<file path="src/rtl/mda_capture_pkg.sv">
// mda_capture_pkg: shared FSM state, pixel codes and line geometry for MDA frame capture
package mda_capture_pkg;

    typedef enum logic [1:0] {
        WAIT_VSYNC,
        WAIT_LINE,
        CAPTURE
    } cap_state_t;

    localparam logic [1:0] PIX_BLACK  = 2'b00;
    localparam logic [1:0] PIX_NORMAL = 2'b01;
    localparam logic [1:0] PIX_BRIGHT = 2'b11;

    function automatic int bytes_per_line(input int h_active);
        return h_active / 4;
    endfunction

    function automatic logic [1:0] pix_code(input logic video, input logic intensity);
        return video ? (intensity ? PIX_BRIGHT : PIX_NORMAL) : PIX_BLACK;
    endfunction

endpackage

</file>
<file path="src/rtl/capture_fifo.sv">
// capture_fifo: small synchronous FIFO; a push on full succeeds only alongside a pop
module capture_fifo #(
    parameter int W     = 24,
    parameter int DEPTH = 4
) (
    input  logic         clk,
    input  logic         reset_l,
    input  logic         push,
    input  logic [W-1:0] din,
    input  logic         pop,
    output logic [W-1:0] dout,
    output logic         full,
    output logic         empty
);

    localparam int AW = $clog2(DEPTH);

    logic [W-1:0] mem [DEPTH];
    logic [AW:0]  wr_ptr, rd_ptr;
    logic         do_wr, do_rd;

    assign empty = wr_ptr == rd_ptr;
    assign full  = (wr_ptr[AW] != rd_ptr[AW]) && (wr_ptr[AW-1:0] == rd_ptr[AW-1:0]);
    assign do_rd = pop & ~empty;
    assign do_wr = push & (~full | do_rd);
    assign dout  = mem[rd_ptr[AW-1:0]];

    // Storage is cleared so the read port shows zero out of reset.
    always_ff @(posedge clk or negedge reset_l) begin
        if (!reset_l) begin
            wr_ptr <= '0;
            rd_ptr <= '0;
            for (int i = 0; i < DEPTH; i++) mem[i] <= '0;
        end else begin
            if (do_wr) begin
                mem[wr_ptr[AW-1:0]] <= din;
                wr_ptr <= wr_ptr + 1'b1;
            end
            if (do_rd) rd_ptr <= rd_ptr + 1'b1;
        end
    end

endmodule

</file>
<file path="src/rtl/mda_frame_capture.sv">
// mda_frame_capture: locks to MDA syncs, packs 2-bit pixels 4 per byte and queues frame-buffer writes
module mda_frame_capture
    import mda_capture_pkg::*;
#(
    parameter int H_ACTIVE   = 720,
    parameter int V_ACTIVE   = 350,
    parameter int FIFO_DEPTH = 4,
    parameter int ADDR_W     = 16
) (
    input  logic              clk,
    input  logic              reset_l,
    input  logic              pix_stb,
    input  logic              hsync,
    input  logic              vsync,
    input  logic              display_enable,
    input  logic              video,
    input  logic              intensity,
    output logic              fb_valid,
    input  logic              fb_ready,
    output logic [ADDR_W-1:0] fb_addr,
    output logic [7:0]        fb_data,
    output logic              frame_done,
    output logic              overflow,
    output logic              locked
);

    localparam int BYTES_PER_LINE = bytes_per_line(H_ACTIVE);
    localparam int CW = $clog2(H_ACTIVE + 1);
    localparam int LW = $clog2(V_ACTIVE + 1);
    localparam logic [CW-1:0] COL_MAX   = CW'(H_ACTIVE);
    localparam logic [LW-1:0] LINE_LAST = LW'(V_ACTIVE - 1);

    cap_state_t          state, state_n;
    logic [LW-1:0]       line, line_n;
    logic [CW-1:0]       col, col_n;
    logic [ADDR_W-1:0]   line_base, base_n;
    logic [5:0]          sh, sh_n;
    logic                vs_q, hs_q, de_q;
    logic                vs_rise, hs_rise, de_fall;
    logic [1:0]          code, pad;
    logic [7:0]          flush;
    logic                push, pop, full, empty, drop, done_n;
    logic [ADDR_W-1:0]   push_addr;
    logic [7:0]          push_data;
    logic [ADDR_W+7:0]   fifo_out;

    assign code      = pix_code(video, intensity);
    assign vs_rise   = vsync & ~vs_q;
    assign hs_rise   = hsync & ~hs_q;
    assign de_fall   = ~display_enable & de_q;
    // Left-justify the 1-3 pending pixels; vacated slots read as black.
    assign pad       = 2'd3 - col[1:0];
    assign flush     = {sh, 2'b00} << {pad, 1'b0};
    assign push_addr = line_base + ADDR_W'(col >> 2);
    assign pop       = fb_valid & fb_ready;
    assign drop      = push & full & ~pop;
    assign fb_valid  = ~empty;
    assign {fb_addr, fb_data} = fifo_out;

    always_comb begin
        state_n   = state;
        line_n    = line;
        col_n     = col;
        base_n    = line_base;
        sh_n      = sh;
        push      = 1'b0;
        push_data = {sh, code};
        done_n    = 1'b0;
        if (pix_stb) begin
            if (vs_rise) begin
                state_n = WAIT_LINE;
                line_n  = '0;
                col_n   = '0;
                base_n  = '0;
            end else begin
                case (state)
                    WAIT_LINE: if (display_enable && line <= LINE_LAST) begin
                        state_n = CAPTURE;
                        col_n   = CW'(1);
                        sh_n    = {sh[3:0], code};
                    end
                    CAPTURE: if (de_fall || hs_rise) begin
                        push      = col[1:0] != 2'd0;
                        push_data = flush;
                        line_n    = line + 1'b1;
                        base_n    = line_base + ADDR_W'(BYTES_PER_LINE);
                        col_n     = '0;
                        done_n    = line == LINE_LAST;
                        state_n   = done_n ? WAIT_VSYNC : WAIT_LINE;
                    end else if (display_enable && col < COL_MAX) begin
                        push  = col[1:0] == 2'd3;
                        sh_n  = {sh[3:0], code};
                        col_n = col + 1'b1;
                    end
                    default: ;
                endcase
            end
        end
    end

    always_ff @(posedge clk or negedge reset_l) begin
        if (!reset_l) begin
            state      <= WAIT_VSYNC;
            line       <= '0;
            col        <= '0;
            line_base  <= '0;
            sh         <= '0;
            vs_q       <= 1'b0;
            hs_q       <= 1'b0;
            de_q       <= 1'b0;
            frame_done <= 1'b0;
            overflow   <= 1'b0;
            locked     <= 1'b0;
        end else begin
            state      <= state_n;
            line       <= line_n;
            col        <= col_n;
            line_base  <= base_n;
            sh         <= sh_n;
            if (pix_stb) begin
                vs_q <= vsync;
                hs_q <= hsync;
                de_q <= display_enable;
            end
            frame_done <= done_n;
            overflow   <= (pix_stb & vs_rise) ? 1'b0 : overflow | drop;
            locked     <= locked | (pix_stb & vs_rise);
        end
    end

    capture_fifo #(
        .W     (ADDR_W + 8),
        .DEPTH (FIFO_DEPTH)
    ) u_fifo (
        .clk     (clk),
        .reset_l (reset_l),
        .push    (push),
        .din     ({push_addr, push_data}),
        .pop     (pop),
        .dout    (fifo_out),
        .full    (full),
        .empty   (empty)
    );

endmodule

</file>
<file path="config.mk">
export PLATFORM = sky130hd
export DESIGN_NAME = mda_frame_capture
export DESIGN_NICKNAME = d
export VERILOG_FILES = /design/src/rtl/mda_capture_pkg.sv /design/src/rtl/capture_fifo.sv /design/src/rtl/mda_frame_capture.sv
export SDC_FILE = /design/constraint.sdc
export NUM_CORES = 1
export LEC_CHECK = 0
export CORE_MARGIN = 8
export CORE_UTILIZATION = 25
export DETAILED_ROUTE_END_ITERATION = 8
export GPL_TIMING_DRIVEN = 0
export MAX_ROUTING_LAYER = met4
export SKIP_CTS_REPAIR_TIMING = 1
export SYNTH_ARGS = -nofsm -noshare
export SYNTH_HDL_FRONTEND = slang
export SYNTH_SLANG_ARGS = --single-unit
</file>
<file path="constraint.sdc">
create_clock -name clk -period 2.5 [get_ports clk]
set_input_delay 0.5 -clock clk [delete_from_list [all_inputs] [get_ports clk]]
set_output_delay 0.5 -clock clk [all_outputs]
set_load 0.1 [all_outputs]
</file>
==> metrics.txt, run 1 <==
Synth Flop Type sky130_fd_sc_hd__dfrtp_1; largest fanout on the critical path 10; overall die area 36690 µm²; root buffer cell sky130_fd_sc_hd__clkbuf_16; H-tree level count 4; combined area of the multi-input logic cells 3794 µm²; fillers 3033; Initial Util 0.2525; final hold violation count 0; number of maximum-capacitance constraint violations 0; power share of the combinational group 0.397; Clk Latency, worst-skew pair 0.43 ns; number of failing setup endpoints in the final timing report 0; detailed placer's ending HPWL 11900 µm; Clock Sink Count 149; number of register bits inferred by synthesis 149; fraction of registers with async set/reset 1.000; RR Endpoint u_fifo.mem[39]; count of yosys warnings during synthesis 0; wire length of the first global-routing pass 28500 µm; data required time of the critical path 2.00 ns; Max Clock Freq 409.9 MHz; final standard cell count with taps included and fillers excluded 1086; count of pins on the block boundary 37; run status finished, final reports clean; synthesis-to-finish area growth 22.00%; setup slack of the worst register-to-register path 0.08 ns; Synth Area per Inst 12.76 µm²; count of pins over their slew limit 0; FF-to-FF path depth 8; largest net degree at the start of global routing 78; Fin Setup TNS 0 ns; number of enable-type register cells in the synthesized netlist 0; number of placed instances with taps included 1037; maximum buffer depth of the clock tree 2; kind of path behind the tightest hold check in -> async; Critical Path Sink Type output pin; type of element launching the critical path register; switching power of the nets 3.979 mW; largest area contributor in the netlist sky130_fd_sc_hd__dfrtp_1; Reg power frac 0.333; Clk pin slew, worst setup/hold paths 0.07 ns; number of iterations in the first detailed-routing pass 4; placed standard-cell area 8589 µm²; number of clock buffers inserted by TritonCTS 17; number of unique standard cell types used by synthesis 70; number of nets in the synthesized netlist 631; area occupied by registers 3729 µm²; sequential element share of the synthesized area 0.4839; area of all placed cells without fillers 9400 µm²; worst slew margin relative to its limit 0.2721; total via count after detailed routing 5074; static leakage power 4.318 nW; Die Span X 191.6 µm; clock network power share 0.270; total of buffers placed on input and output ports 36; slew of the pin with the lowest slew margin 1.081 ns; total global routing track utilization 0.1005; height of the die 191.6 µm; largest cells by area after synthesis sky130_fd_sc_hd__dfrtp_1 (48%), sky130_fd_sc_hd__mux2_2 (14%), sky130_fd_sc_hd__mux4_2 (7.0%); synthesized instance count 604; post-route minimum period 2.440 ns; diodes inserted 0; share of layout cells above drive strength 1 0.3667; DRC viols 0; Reg2Reg Launch Point col[0]; switching fraction of total power 0.3958; most common cell after layout, fill and taps aside sky130_fd_sc_hd__dfrtp_1; gpl congestion 0.7735; via/cell ratio 4.672; final routed wire length divided by cell count 15.86 µm; cell internal pwr 6.076 mW; wirelength, routed 17220 µm; Final #Nets 704; post-layout total power 10.06 mW; Critical Path Source u_fifo.rd_ptr[0]; commonest cells after routing, fill and taps aside sky130_fd_sc_hd__dfrtp_1 (149), sky130_fd_sc_hd__mux2_2 (99), sky130_fd_sc_hd__nand2_1 (41); IR drop worst, VDD 534.1 µV; setup repair after global routing missed its margin true; number of global-route vias before repair 5101; final clock skew 0.01594 ns; row count 64; crit path DAT 1.94 ns; post-synth top area share 0.4839; CTS tree done; power density relative to cell area 1070 nW/µm²; number of antenna violations at the first check in global routing 0; initial DRC count 318; Congestion Overflow GR 0; ratio of final minimum period to clock period 0.9759; area inside the core boundary 30510 µm²; remaining number of nets flagged by the antenna check after routing 0; critical setup path kind reg -> out; Post-Syn Area 7705 µm²
==> power by group through the flow <==
stage | clock network (mW) | logic, mW | registers, mW
2_1_floorplan | 0 | 3.09 | 3.28
3_3_place_gp | 0 | 3.87 | 3.37
3_5_place_dp | 0 | 3.93 | 3.39
4_1_cts | 2.78 | 3.94 | 3.34
5_1_grt | 2.87 | 4.32 | 3.44
6_report | 2.72 | 3.99 | 3.35
==> worst max path at each step <==
stage,endpoint,slack [ns],cells past startpoint
finish,fb_addr[10],0.06,4
global route,fb_addr[10],-0.03,4
CTS,fb_addr[0],-1.16,4
detailed placement,fb_addr[0],-0.68,4
global placement,u_fifo.mem[67],-5.40,1
floorplan,u_fifo.rd_ptr[1],0.12,5
==> synth_stat cells (all sizes together) (2+ instances only) <==
cell and n:
nand4b 3, nand3b 2, mux4 24, nor3b 3, nor2 24, o211a 2
xor2 15, a31o 2, o21a 3, dfrtp 149, xnor2 10, ha 18
o221ai 2, a211oi 7, o21ai 15, inv 16, a31oi 4, nand3 9
mux2 105, buf 17, and2 4, a2111oi 3, o21bai 2, o311ai 5
or4 6, mux2i 5, or2 5, nand2b 8, nor3 12, nand4 5
or3 6, a22o 3, o31ai 6, a21oi 20, clkbuf 11, nor2b 3
o211ai 12, a211o 2, nand2 42
==> critical path, stage by stage (launching register included) <==
cell and delay, ns:
sky130_fd_sc_hd__dfrtp_1 0.38, sky130_fd_sc_hd__buf_8 0.18, sky130_fd_sc_hd__buf_12 0.16, sky130_fd_sc_hd__mux4_2 0.53, sky130_fd_sc_hd__buf_4 0.25
==> through the flow <==
step	utilization	hold slack (ns)	setup WS [ns]
final	0.3081	0.1000	0.06025
after global routing	0.3081	0.1434	-0.03157
after CTS	0.3018	0.1213	-1.158
after detailed placement	0.2815	0.4568	-0.6793
after global placement	0.2806	0.4557	-5.403
after floorplan	-	0.2044	0.1242
==> sequential cells by signal, summed over array words and instances, names as in the netlist <==
signal / flops
locked: 1
u_fifo.rd_ptr: 3
state: 2
line_base: 14
frame_done: 1
u_fifo.mem: 96
sh: 6
line: 9
de_q: 1
hs_q: 1
overflow: 1
vs_q: 1
u_fifo.wr_ptr: 3
col: 10
==> cell type report <==
type	instances	area share
buffer	28	0.02329
clock buffer	18	0.04565
clock inverter	14	0.02010
inverter	16	0.006389
multi-input combinational	411	0.4036
sequential	149	0.3966
tap	396	0.05271
timing repair buffer	54	0.05164
==> metal layers <==
layer,global-route usage,part of all wire
met1,0.1297,0.48
met2,0.1562,0.49
met3,0.01824,0.026
met4,0.03671,0.013
met5,-,0
==> logic make-up (layout without fill, tap and decap cells) <==
| kind of cell | Yosys count | after routing | share of synthesized area |
|---|---|---|---|
| buf+inv | 44 | 130 | 0.02891 |
| fa+ha+maj | 18 | 18 | 0.02923 |
| compound gates | 96 | 96 | 0.09598 |
| mux | 134 | 134 | 0.2325 |
| xor+xnor | 25 | 25 | 0.02842 |
| simple gates | 138 | 138 | 0.1010 |
| flops | 149 | 149 | 0.4839 |
Note: power is estimated with default switching activity, not from simulation.
==> run 2, diff against run 1 <==
--- a/config.mk
+++ b/config.mk
@@ -14,3 +14,4 @@
 export SYNTH_ARGS = -nofsm -noshare
 export SYNTH_HDL_FRONTEND = slang
 export SYNTH_SLANG_ARGS = --single-unit
+export TNS_END_PERCENT = 50
==> run 2 against run 1 <==
- wire length fell by 0.44%
- highest routed layer unchanged
- cell count down 0.28%
- flip-flop and latch count is the same
- clock skew is 0.00059 ns lower
- non-clock buffer count fell by 3
==> metrics.txt, run 2 (synthesized netlist as in run 1, its figures left out) <==
switching fraction of total power 0.3947; total global routing track utilization 0.1005; run status finished, final reports clean; number of iterations in the first detailed-routing pass 4; total of buffers placed on input and output ports 36; Critical Path Sink Type output pin; placed standard-cell area 8589 µm²; final hold violation count 0; switching power of the nets 3.959 mW; number of maximum-capacitance constraint violations 0; final clock skew 0.01535 ns; H-tree level count 4; commonest cells after routing, fill and taps aside sky130_fd_sc_hd__dfrtp_1 (149), sky130_fd_sc_hd__mux2_2 (99), sky130_fd_sc_hd__nand2_1 (41); Clk pin slew, worst setup/hold paths 0.07 ns; root buffer cell sky130_fd_sc_hd__clkbuf_16; number of failing setup endpoints in the final timing report 0; share of layout cells above drive strength 1 0.3624; clock network power share 0.270; crit path DAT 1.94 ns; Reg power frac 0.334; Clk Latency, worst-skew pair 0.43 ns; Die Span X 191.6 µm; crit-path max cell delay 0.53 ns; DRC viols 0; number of global-route vias before repair 5101; overall die area 36690 µm²; kind of path behind the tightest hold check in -> async; count of pins over their slew limit 0; height of the die 191.6 µm; count of pins on the block boundary 37; gpl congestion 0.7735; post-route minimum period 2.436 ns; Initial Util 0.2525; Final #Nets 701; most common cell after layout, fill and taps aside sky130_fd_sc_hd__dfrtp_1; maximum buffer depth of the clock tree 2; via/cell ratio 4.674; synthesis-to-finish area growth 21.37%; ratio of final minimum period to clock period 0.9744; remaining number of nets flagged by the antenna check after routing 0; slew of the pin with the lowest slew margin 1.016 ns; Congestion Overflow GR 0; power share of the combinational group 0.396; registers with the highest flip-flop counts u_fifo.mem x96, line_base x14, col x10; Clock Sink Count 149; initial DRC count 291; Reg with most FFs u_fifo.mem; slowest cell on the critical path sky130_fd_sc_hd__mux4_2; data required time of the critical path 2.00 ns; final routed wire length divided by cell count 15.83 µm; type of element launching the critical path register; number of clock buffers inserted by TritonCTS 17; detailed placer's ending HPWL 11900 µm; area inside the core boundary 30510 µm²; total via count after detailed routing 5062; power density relative to cell area 1072 nW/µm²; critical setup path kind reg -> out; cell internal pwr 6.070 mW; wire length of the first global-routing pass 28500 µm; largest fanout on the critical path 10; IR drop worst, VDD 530.5 µV; flip-flop count of the largest register after layout 96; worst slew margin relative to its limit 0.3208; CTS tree done; wirelength, routed 17140 µm; diodes inserted 0; area of all placed cells without fillers 9351 µm²; largest net degree at the start of global routing 78; setup repair after global routing missed its margin true; Max Clock Freq 410.5 MHz; Worst Slack Setup Final 0.06410 ns; row count 64; setup slack at placement -0.6793 ns; critical path, cell by cell buf_8 -> buf_12 -> mux4_2 -> buf_4; static leakage power 4.314 nW; number of antenna violations at the first check in global routing 0
==> run 2: path summary, 6_finish.rpt <==
path                             startpoint             end  slack, ns  cells after the start
setup reg to reg                     col[0]  u_fifo.mem[39]       0.09                      8
setup / recovery           u_fifo.rd_ptr[0]     fb_addr[10]       0.06                      4
max in group asynchronous           reset_l  u_fifo.mem[22]       1.55                      2
hold / removal                      reset_l  u_fifo.mem[81]       0.10                      1
min in group clk                     locked          locked       0.48                      1
hold reg to reg                      locked          locked       0.48                      1
==> run 2: critical path, delay by kind of cell, from the launching register on <==
| family | cells | cell delay, ns |
|---|---|---|
| mux | 1 | 0.53 |
| buf+inv | 3 | 0.58 |
| flops | 1 | 0.38 |
==> run 2: power by group through the flow <==
stage / Combinational, mW / Clock (mW) / Sequential (mW)
6_report: 3.97 / 2.71 / 3.35
5_1_grt: 4.30 / 2.87 / 3.44
4_1_cts: 3.94 / 2.78 / 3.34
3_5_place_dp: 3.93 / 0 / 3.39
3_3_place_gp: 3.87 / 0 / 3.37
2_1_floorplan: 3.09 / 0 / 3.28
==> run 2: per-stage QoR <==
step / power [mW] / std cells / hold slack [ns] / TNS, ns / utilization
after floorplan: 6.370 / 604 / 0.2044 / 0 / -
after global placement: 7.244 / 1036 / 0.4557 / -860.38 / 0.2806
after detailed placement: 7.313 / 1037 / 0.4568 / -62.45 / 0.2815
after CTS: 10.07 / 1069 / 0.1213 / -42.38 / 0.3018
after global routing: 10.61 / 1083 / 0.1434 / -0.6362 / 0.3065
final: 10.03 / 1083 / 0.1017 / 0 / 0.3065
==> run 2: routing by layer <==
metal  share of wire  global-route usage  vias to the layer above
li1                -                   -                     2380
met1            0.47              0.1297                     2595
met2            0.48              0.1562                       70
met3           0.028             0.01824                       17
met4           0.013             0.03671                        0
met5               0                   -                        -
==> run 2: area by class of cell <==
class                      instances  area [µm²]
fill                            3039       21160
multi-input combinational        411        3767
sequential                       149        3729
tap                              396       495.5
timing repair buffer              51       462.9
clock buffer                      18       429.2
buffer                            28       219.0
clock inverter                    14       188.9
inverter                          16       60.06
==> variant, RTL diff (settings of run 2) <==
`H_ACTIVE`: 720 -> 1440.
--- a/src/rtl/mda_frame_capture.sv
+++ b/src/rtl/mda_frame_capture.sv
@@ -2,7 +2,7 @@
 module mda_frame_capture
     import mda_capture_pkg::*;
 #(
-    parameter int H_ACTIVE   = 720,
+    parameter int H_ACTIVE   = 1440,
     parameter int V_ACTIVE   = 350,
     parameter int FIFO_DEPTH = 4,
     parameter int ADDR_W     = 16
Function: changed (Yosys sat finds a counterexample within 10 cycles, from zero or initial values and one cycle with reset_l low).
==> variant against run 2 <==
Sequential cell count did not move. Setup slack lost 20 ps. Highest routed layer unchanged. Final area shrank 1.8%. Wire length is 10% higher. Area after synthesis down 1.5%. Total power up 11%. Critical path type is now in2reg. Largest cell class is now sequential cells. Clock skew fell by 2.4 ps. Sequential share of layout area is 0.73 points higher.
==> variant: results (changes against run 2) <==
Power and ir drop
The peak supply drop is 0.5757 mV (was 0.5305 mV). The internal power contribution came to 0.006326 W (was 0.006070 W). The leakage component of the power is 4.071 nW (was 4.314 nW).

Finish
The share of final-layout standard cells stronger than drive strength 1 is 23.95% (was 36.24%). The number of clock-tree buffers in the layout is 19 (was 18). The register share of the cell area is 40.60% (was 39.87%).

The non-clock buffer total of the final layout was 78 (was 79). The area of combinational cells with multiple inputs was 3646 um2 (was 3767 um2). The count of multi-input combinational gates came to 450 (was 411). The non-clock inverter instance count of the final layout is 27 (was 16). The non-clock buffering overhead in the final layout came to 6.785% (was 7.292%). The number of nets at the end of the flow was 750 (was 701). The layout overhead on the synthesized area is 21.06% (was 21.37%).

The clock-cell share of area was 6.499% (was 6.610%).

GRT
The first-pass GRT wire length is 30.69 mm (was 28.50 mm). The number of global-route vias before repair is 5381 (was 5101). The total global-route track usage is 11.02% (was 10.05%).

The largest net degree at the start of global routing is 88 (was 78).

Synthesis
The adder and majority cell fraction of the synthesized area is 2.969% (was 2.923%). The xor/xnor cell area share of the yosys netlist was 3.117% (was 2.842%). Top cells by area in the synthesized netlist: dfrtp_1, mux4_2, mux2_2, a21oi_1, nor2_1 (was dfrtp_1, mux2_2, mux4_2, ha_1, nand2_1). The share of synthesized area occupied by flip-flops and latches is 49.15% (was 48.39%).

Top cells by instance count after synthesis: dfrtp_1, nor2_1, a21oi_1 (was dfrtp_1, mux2_2, nand2_1). The post-synthesis compound-gate area fraction is 13.34% (was 9.597%). The synthesized net count is 688 (was 631). The portion of netlist area occupied by mux cells is 16.96% (was 23.25%). The number of distinct library cell variants in the gate-level netlist after synthesis is 65 (was 70).

Timing
The largest clock skew in the final design is 12.95 ps (was 15.35 ps). The measured slew at the worst slew-check pin came to 996.2 ps (was 1016 ps).

Run status
Outcome: complete, no violations (unchanged).

Route
The number of vias per cell after detailed routing came to 4.894 (was 4.674). The iteration count of the initial detailed-routing pass is 6 (was 4). The average routed wire per standard cell is 16.78 um (was 15.83 um). The initial detailed-routing violation count is 368 (was 291).

Worst setup path
The worst-path maximum fanout is 9 (was 10). The worst path arrival time came to 2810 ps (was 1940 ps).

Placed design
The cell area reported after detailed placement is 8463 um2 (was 8589 um2). The final estimated routing congestion in global placement is 0.8084 (was 0.7735).

Min path
The class of the most critical hold timing path was in2async (unchanged).

Job
The max capacitance violation total is 0 (unchanged).
variant: path summary, 6_finish.rpt:
| path | startpoint | end | slack [ps] | cells past startpoint |
|---|---|---|---|---|
| setup / recovery | display_enable | line_base[11] | 40 | 6 |
| hold / removal | reset_l | line[4] | 40 | 1 |
| setup reg to reg | state[0] | line_base[11] | 100 | 7 |
| hold reg to reg | locked | locked | 470 | 1 |
| max in group asynchronous | reset_l | u_fifo.mem[87] | 1610 | 2 |
| min in group clk | locked | locked | 470 | 1 |
variant: layer usage:
metal / vias to the layer above / routed length (um) / track usage [%]
li1: 2530 / - / -
met1: 2842 / 9402 / 15.44
met2: 113 / 8467 / 15.74
met3: 21 / 756 / 2.636
met4: 0 / 253 / 2.745
met5: - / 0 / -
variant: cell families after synthesis:
kind of cell | after synthesis
buf+inv | 62
xor+xnor | 27
mux | 90
fa+ha+maj | 18
simple gates | 172
flops | 149
compound gates | 143
variant: stage by stage:
stage	setup WS, ps	TNS (ps)	utilization, %	cells	hold WS [ps]
finish	44.28	0	30.82	1125	36.47
global placement	-5381	-869880	28.31	1087	455.2
detailed placement	-778.3	-74910	28.40	1088	457.7
CTS	-1256	-43360	30.41	1119	74.35
floorplan	160.7	0	-	661	204.4
global route	-47.93	-258.0	30.82	1125	83.57
variant: power groups by stage:
stage,clock (W),sequential (W),combinational (W)
6_report,0.00262,0.00355,0.00491
5_1_grt,0.00276,0.00364,0.00527
4_1_cts,0.00267,0.00354,0.00484
3_5_place_dp,0,0.00357,0.00482
3_3_place_gp,0,0.00356,0.00477
2_1_floorplan,0,0.00345,0.00375
variant: worst max-delay path, cell delays in order:
cell and delay (ps):
clkdlybuf4s50_1 520, nand2b_2 300, a21boi_1 480, o21ai_1 320, or4_1 530, a21oi_1 150
